--- config.mk ---
export PLATFORM = sky130hd
export DESIGN_NAME = serial_tx_arbiter
export DESIGN_NICKNAME = d
export VERILOG_FILES = /design/src/rtl/serial_arb_pkg.sv /design/src/rtl/rr_priority_picker.sv /design/src/rtl/serial_tx_arbiter.sv
export SDC_FILE = /design/constraint.sdc
export NUM_CORES = 1
export LEC_CHECK = 0
export ABC_AREA = 1
export BUFFER_PORTS_ARGS = -buffer_cell sky130_fd_sc_hd__clkbuf_2
export CAP_MARGIN = 0
export CORE_MARGIN = 8
export CORE_UTILIZATION = 54
export CTS_CLUSTER_SIZE = 30
export DETAILED_ROUTE_END_ITERATION = 12
export GPL_ROUTABILITY_DRIVEN = 1
export PLACE_DENSITY = 0.81
export SLEW_MARGIN = 20
export SYNTH_ARGS = -nofsm -noshare
export SYNTH_HDL_FRONTEND = slang
export SYNTH_SLANG_ARGS = --single-unit
--- constraint.sdc ---
create_clock -name clock -period 3.5 [get_ports clock]
set_input_delay 0.525 -clock clock [delete_from_list [all_inputs] [get_ports clock]]
set_output_delay 0.525 -clock clock [all_outputs]
set_load 0.01 [all_outputs]
--- src/rtl/serial_arb_pkg.sv ---
// Shared types and helpers for the serial transmitter arbiter.
package serial_arb_pkg;

  typedef enum logic [0:0] {
    IDLE    = 1'b0,
    GRANTED = 1'b1
  } arb_state_t;

  function automatic int idx_width(input int n);
    int w;
    w = $clog2(n);
    if (w < 1) begin
      w = 1;
    end else begin
      w = w;
    end
    return w;
  endfunction

endpackage

--- src/rtl/rr_priority_picker.sv ---
// Combinational round-robin picker: rotate so the search starts after `last`,
// find the first request, then map the offset back to a requester index.
module rr_priority_picker
  import serial_arb_pkg::*;
#(
  parameter int N     = 4,
  parameter int IDX_W = idx_width(N)
) (
  input  logic [N-1:0]     req,
  input  logic [IDX_W-1:0] last,
  output logic             any,
  output logic [IDX_W-1:0] sel
);

  logic [N-1:0] rot;
  int           first;

  // Rotate, find-first (lowest offset wins), un-rotate.
  always_comb begin
    rot   = '0;
    first = 0;
    for (int j = 0; j < N; j++) begin
      rot[j] = req[IDX_W'((j + int'(last) + 1) % N)];
    end
    for (int j = N - 1; j >= 0; j--) begin
      first = rot[j] ? j : first;
    end
    any = |rot;
    sel = IDX_W'((first + int'(last) + 1) % N);
  end

endmodule

--- src/rtl/serial_tx_arbiter.sv ---
// Packet-aware round-robin arbiter feeding one serial_transmitter; a grant is
// held until req_last is accepted or the owner stays idle for TIMEOUT_CYCLES.
module serial_tx_arbiter
  import serial_arb_pkg::*;
#(
  parameter int NUM_REQUESTERS = 4,
  parameter int DATA_WIDTH     = 8,
  parameter int TIMEOUT_CYCLES = 65536
) (
  input  logic                                 clock,
  input  logic                                 reset_n,
  input  logic [NUM_REQUESTERS-1:0]            req_valid,
  input  logic [NUM_REQUESTERS*DATA_WIDTH-1:0] req_data,
  input  logic [NUM_REQUESTERS-1:0]            req_last,
  output logic [NUM_REQUESTERS-1:0]            req_ready,
  output logic [DATA_WIDTH-1:0]                tx_data,
  output logic                                 tx_data_available,
  input  logic                                 tx_ready,
  output logic                                 grant_valid,
  output logic [idx_width(NUM_REQUESTERS)-1:0] grant_index,
  output logic                                 timeout_pulse
);

  localparam int IDX_W = idx_width(NUM_REQUESTERS);
  localparam int CNT_W = (TIMEOUT_CYCLES > 0) ? $clog2(TIMEOUT_CYCLES + 1) : 1;
  localparam logic [CNT_W-1:0] CNT_LIMIT  = CNT_W'(TIMEOUT_CYCLES);
  localparam logic [CNT_W-1:0] CNT_MAX    = {CNT_W{1'b1}};
  localparam logic [IDX_W-1:0] LAST_INIT  = IDX_W'(NUM_REQUESTERS - 1);
  localparam logic             TIMEOUT_ON = (TIMEOUT_CYCLES != 0);

  arb_state_t                    state_r, state_nxt;
  logic       [IDX_W-1:0]        grant_r, grant_nxt;
  logic       [IDX_W-1:0]        last_r, last_nxt;
  logic       [CNT_W-1:0]        cnt_r, cnt_nxt;
  logic                          pick_any;
  logic       [IDX_W-1:0]        pick_idx;
  logic                          sel_valid;
  logic                          sel_last;
  logic       [DATA_WIDTH-1:0]   sel_data;
  logic       [NUM_REQUESTERS-1:0] sel_onehot;
  logic                          xfer;

  rr_priority_picker #(
    .N     (NUM_REQUESTERS),
    .IDX_W (IDX_W)
  ) u_picker (
    .req  (req_valid),
    .last (last_r),
    .any  (pick_any),
    .sel  (pick_idx)
  );

  assign grant_index = grant_r;

  // Select the owning requester's lanes.
  always_comb begin
    sel_valid  = 1'b0;
    sel_last   = 1'b0;
    sel_data   = '0;
    sel_onehot = '0;
    for (int i = 0; i < NUM_REQUESTERS; i++) begin
      sel_onehot[i] = (IDX_W'(i) == grant_r);
      sel_valid     = sel_onehot[i] ? req_valid[i] : sel_valid;
      sel_last      = sel_onehot[i] ? req_last[i] : sel_last;
      sel_data      = sel_onehot[i] ? req_data[i*DATA_WIDTH +: DATA_WIDTH] : sel_data;
    end
  end

  // Next-state and handshake outputs; outputs are quiet outside GRANTED.
  always_comb begin
    state_nxt         = state_r;
    grant_nxt         = grant_r;
    last_nxt          = last_r;
    cnt_nxt           = cnt_r;
    req_ready         = '0;
    tx_data           = '0;
    tx_data_available = 1'b0;
    grant_valid       = 1'b0;
    timeout_pulse     = 1'b0;
    xfer              = 1'b0;
    case (state_r)
      IDLE: begin
        if (pick_any) begin
          grant_nxt = pick_idx;
          cnt_nxt   = '0;
          state_nxt = GRANTED;
        end else begin
          state_nxt = IDLE;
        end
      end
      GRANTED: begin
        grant_valid       = 1'b1;
        tx_data_available = sel_valid;
        tx_data           = sel_valid ? sel_data : '0;
        req_ready         = tx_ready ? sel_onehot : '0;
        xfer              = sel_valid & tx_ready;
        // A transfer beats a timeout that lands on the same cycle.
        if (xfer) begin
          if (sel_last) begin
            last_nxt  = grant_r;
            state_nxt = IDLE;
          end else begin
            cnt_nxt = '0;
          end
        end else if (TIMEOUT_ON && (cnt_r == CNT_LIMIT)) begin
          timeout_pulse = 1'b1;
          last_nxt      = grant_r;
          state_nxt     = IDLE;
        end else if (!sel_valid) begin
          cnt_nxt = (cnt_r == CNT_MAX) ? cnt_r : cnt_r + CNT_W'(1);
        end else begin
          cnt_nxt = cnt_r;
        end
      end
      default: begin
        state_nxt = IDLE;
      end
    endcase
  end

  // Arbiter state registers.
  always_ff @(posedge clock or negedge reset_n) begin
    if (!reset_n) begin
      state_r <= IDLE;
      grant_r <= '0;
      last_r  <= LAST_INIT;
      cnt_r   <= '0;
    end else begin
      state_r <= state_nxt;
      grant_r <= grant_nxt;
      last_r  <= last_nxt;
      cnt_r   <= cnt_nxt;
    end
  end

endmodule

==> results.sh <==
export IMPL_outcome="complete, no violations"
export IMPL_hold_buffers=0
export IMPL_fin_crit_sh=0.880
export IMPL_cts_root_buffer="clkbuf_8"
export IMPL_hold_viol_final=0
export IMPL_pwr_share_comb=0.651
export IMPL_antenna_found_initial=0
export IMPL_ios=60
export IMPL_p_seq_frac=0.221
export IMPL_power_switching_share=0.538
export IMPL_crit_path_top_delay_cell="dfrtp_1"
export IMPL_grt_max_degree=23
export IMPL_layout_nets=450
export IMPL_crit_path_start_kind="flip-flop"
export IMPL_crit_chain="ha_1 > nand2_1 > nor2_1 > nand2_1 > nor2_1 > nand4_1 > or2_1 > nor4_1 > ha_1 > inv_1 > nand3_1 > nand3_2 > nand4_4 > nand2_1 > nand2_1"
export IMPL_rsz0062_at_grt="false"
export IMPL_cts_setup_buffers=0
export IMPL_path_max_fanout=17
export IMPL_synthFlopType="dfrtp_1"
export IMPL_clkPwrFrac=0.129
export IMPL_ir_drop_mv=0.456
export IMPL_area_growth_pct=14.0
export IMPL_gp_congestion=0.967
export IMPL_path_clk_slew_ns=0.09
export IMPL_cts_sinks=22
export IMPL_synth_edff_count=0
export IMPL_crit_path_end_kind="flip-flop"
export IMPL_vias=2522
export IMPL_gr_usage_all_layers=0.200
export IMPL_layout_common_cells="99 x nand2_1, 59 x clkbuf_2, 47 x nor2_1, 29 x inv_1, 23 x nand3_1"
export IMPL_setup_violations_final=0
export IMPL_synth_seq_cells=22
export IMPL_hpwl_mm=5.03
export IMPL_max_slew_margin=0.590
export IMPL_antenna_cells=0
export IMPL_power_density_nw_per_um2=740
export IMPL_port_buffers=59
export IMPL_fin_cells=452
export IMPL_hp_class="in2async"
export IMPL_cpPeakStageDelay_ns=0.45
export IMPL_path_class="reg2reg"
export IMPL_die_w_um=81.2
export IMPL_power_internal_uw=894
export IMPL_drcViolationCount=0
export IMPL_post_route_util=0.644
export IMPL_core_area_um2=4060
export IMPL_reg2reg_from="cnt_r[0]$_DFFE_PN0P_"
export IMPL_critPathRequiredTime_ns=3.71
export IMPL_crit_arrival_ns=3.29
export IMPL_clock_skew_ns=0.00338
export IMPL_viasPerCell=5.58
export IMPL_async_flop_share=1.00
export IMPL_clockBufferDepth=2
export IMPL_power_switching_mw=1.04
export IMPL_syn_inst=353
export IMPL_reg2reg_slack_ns=0.42
export IMPL_grt_pass1_vias=2277
export IMPL_rows=23
export IMPL_drive_above_1_share=0.264
export IMPL_period_minus_slack_ns=3.08
export IMPL_numCtsBuffers=3
export IMPL_die_area_um2=6590
export IMPL_p_leak_nw=1.37
export IMPL_reg2regPathDepth=15
export IMPL_syn_nets=400
export IMPL_cts_resized=0
export IMPL_report_final_slew_viol_count=0
export IMPL_ys_types=42
export IMPL_drt_pass1_iter_count=5
export IMPL_netlist_area_um2=2290
export IMPL_ant_nets=0
export IMPL_cts_tree="built"
export IMPL_first_iter_violations=189
export IMPL_dp_cells=448
export IMPL_postRouteWirelength_mm=6.53
export IMPL_max_freq_mhz=325
export IMPL_maxCapViolCount=0
export IMPL_clk_latency_ns=0.27
export IMPL_layout_commonest_cell="nand2_1"
export IMPL_wire_per_inst_um=14.4
export IMPL_ys_seq_area_frac=0.241
export IMPL_tns_ns=0
export IMPL_grt_overflow=0
export IMPL_cpMostUsedCell="nand2_1"
export IMPL_h_tree_depth=1
export IMPL_nFillCells=374
export IMPL_start_util=0.565
export IMPL_whs_ns=0.234
export IMPL_die_y_um=81.2
export IMPL_yosys_warnings=0
export IMPL_grt_pass1_wl_mm=10.8
export IMPL_rr_endpoint="cnt_r[15]$_DFFE_PN0P_"
export IMPL_avgSynthCellArea_um2=6.49
export IMPL_worst_slew_pin_slew_ns=0.610
export IMPL_power_total_mw=1.93
power by group through the flow:
stage	clock network [mW]	logic, mW	registers, mW
6_report	0.249	1.26	0.427
5_1_grt	0.261	1.41	0.435
4_1_cts	0.248	1.26	0.425
3_5_place_dp	0	1.25	0.429
3_3_place_gp	0	1.22	0.425
2_1_floorplan	0	1.09	0.357
kinds of logic (layout without fill, tap and decap cells):
| kind of cell | Yosys count | in the layout | synth area share |
|---|---|---|---|
| compound gates | 33 | 33 | 0.0890 |
| xor+xnor | 6 | 6 | 0.0229 |
| fa+ha+maj | 4 | 4 | 0.0218 |
| buf+inv | 52 | 101 | 0.113 |
| flops | 22 | 22 | 0.241 |
| mux | 1 | 1 | 0.00437 |
| simple gates | 235 | 235 | 0.508 |
state kept, by name (all words and copies together), names as in the netlist:
name         flops
cnt_r           17
grant_index      2
last_r           2
state_r          1
layout make-up:
type	instances	area, µm²	share of cell area
clock buffers	3	41.3	0.0158
well taps	50	62.6	0.0239
repair buffers	59	295	0.113
inverters	38	150	0.0575
flip-flops and latches	22	553	0.212
clock inverters	1	30.0	0.0115
multi-input cells	279	1480	0.567
cells in the mapped netlist, types with 2 or more instances:
cell      instances  share of area
nand2_1          99           0.16
nor2_1           47          0.077
inv_1            29          0.047
nand3_1          23          0.050
dfrtp_1          20           0.22
nand4_1          17          0.046
nand2_2          16          0.044
nor3_1           11          0.024
o21ai_0          11          0.024
inv_2             7          0.011
a21oi_1           6          0.013
buf_2             5          0.011
xor2_1            5          0.019
a221o_1           4          0.017
ha_1              4          0.022
nand2_4           4          0.020
nor4_1            4          0.011
o21ai_1           4         0.0087
buf_4             3         0.0098
buf_6             3          0.015
nand3_2           3          0.013
a211oi_1          2         0.0065
a221oi_1          2         0.0076
dfstp_2           2          0.023
nand3_4           2          0.015
nor2_2            2         0.0055
o22ai_1           2         0.0055
or2_1             2         0.0055
worst max-delay path: cells and delay by family, from the launching register on:
family,cells,cell delay [ns]
flops,1,0.45
buf+inv,1,0.04
fa+ha+maj,2,0.44
simple gates,12,2.10
routing by layer:
metal  GRT usage  wire, µm  up-vias
met5           0         0        -
met4      0.0554       104        0
met3      0.0342       573       14
met2       0.323      2980      109
met1       0.269      2870     1139
li1            -         -     1260
worst max-delay path by stage:
stage / startpoint / endpoint / slack (ns)
final: cnt_r[0]$_DFFE_PN0P_ / cnt_r[15]$_DFFE_PN0P_ / 0.42
after global routing: cnt_r[0]$_DFFE_PN0P_ / cnt_r[15]$_DFFE_PN0P_ / 0.12
after CTS: cnt_r[0]$_DFFE_PN0P_ / cnt_r[15]$_DFFE_PN0P_ / 0.46
after detailed placement: cnt_r[0]$_DFFE_PN0P_ / cnt_r[15]$_DFFE_PN0P_ / 0.64
after global placement: cnt_r[0]$_DFFE_PN0P_ / cnt_r[12]$_DFFE_PN0P_ / 0.72
after floorplan: cnt_r[0]$_DFFE_PN0P_ / cnt_r[0]$_DFFE_PN0P_ / 1.06
stage by stage:
stage	worst slack, ns	cell area, µm²
2_1_floorplan	1.06	2290
4_1_cts	0.464	2610
3_3_place_gp	0.724	2540
5_1_grt	0.117	2610
3_5_place_dp	0.642	2540
6_report	0.420	2610
(Power assumes the default switching activity.)
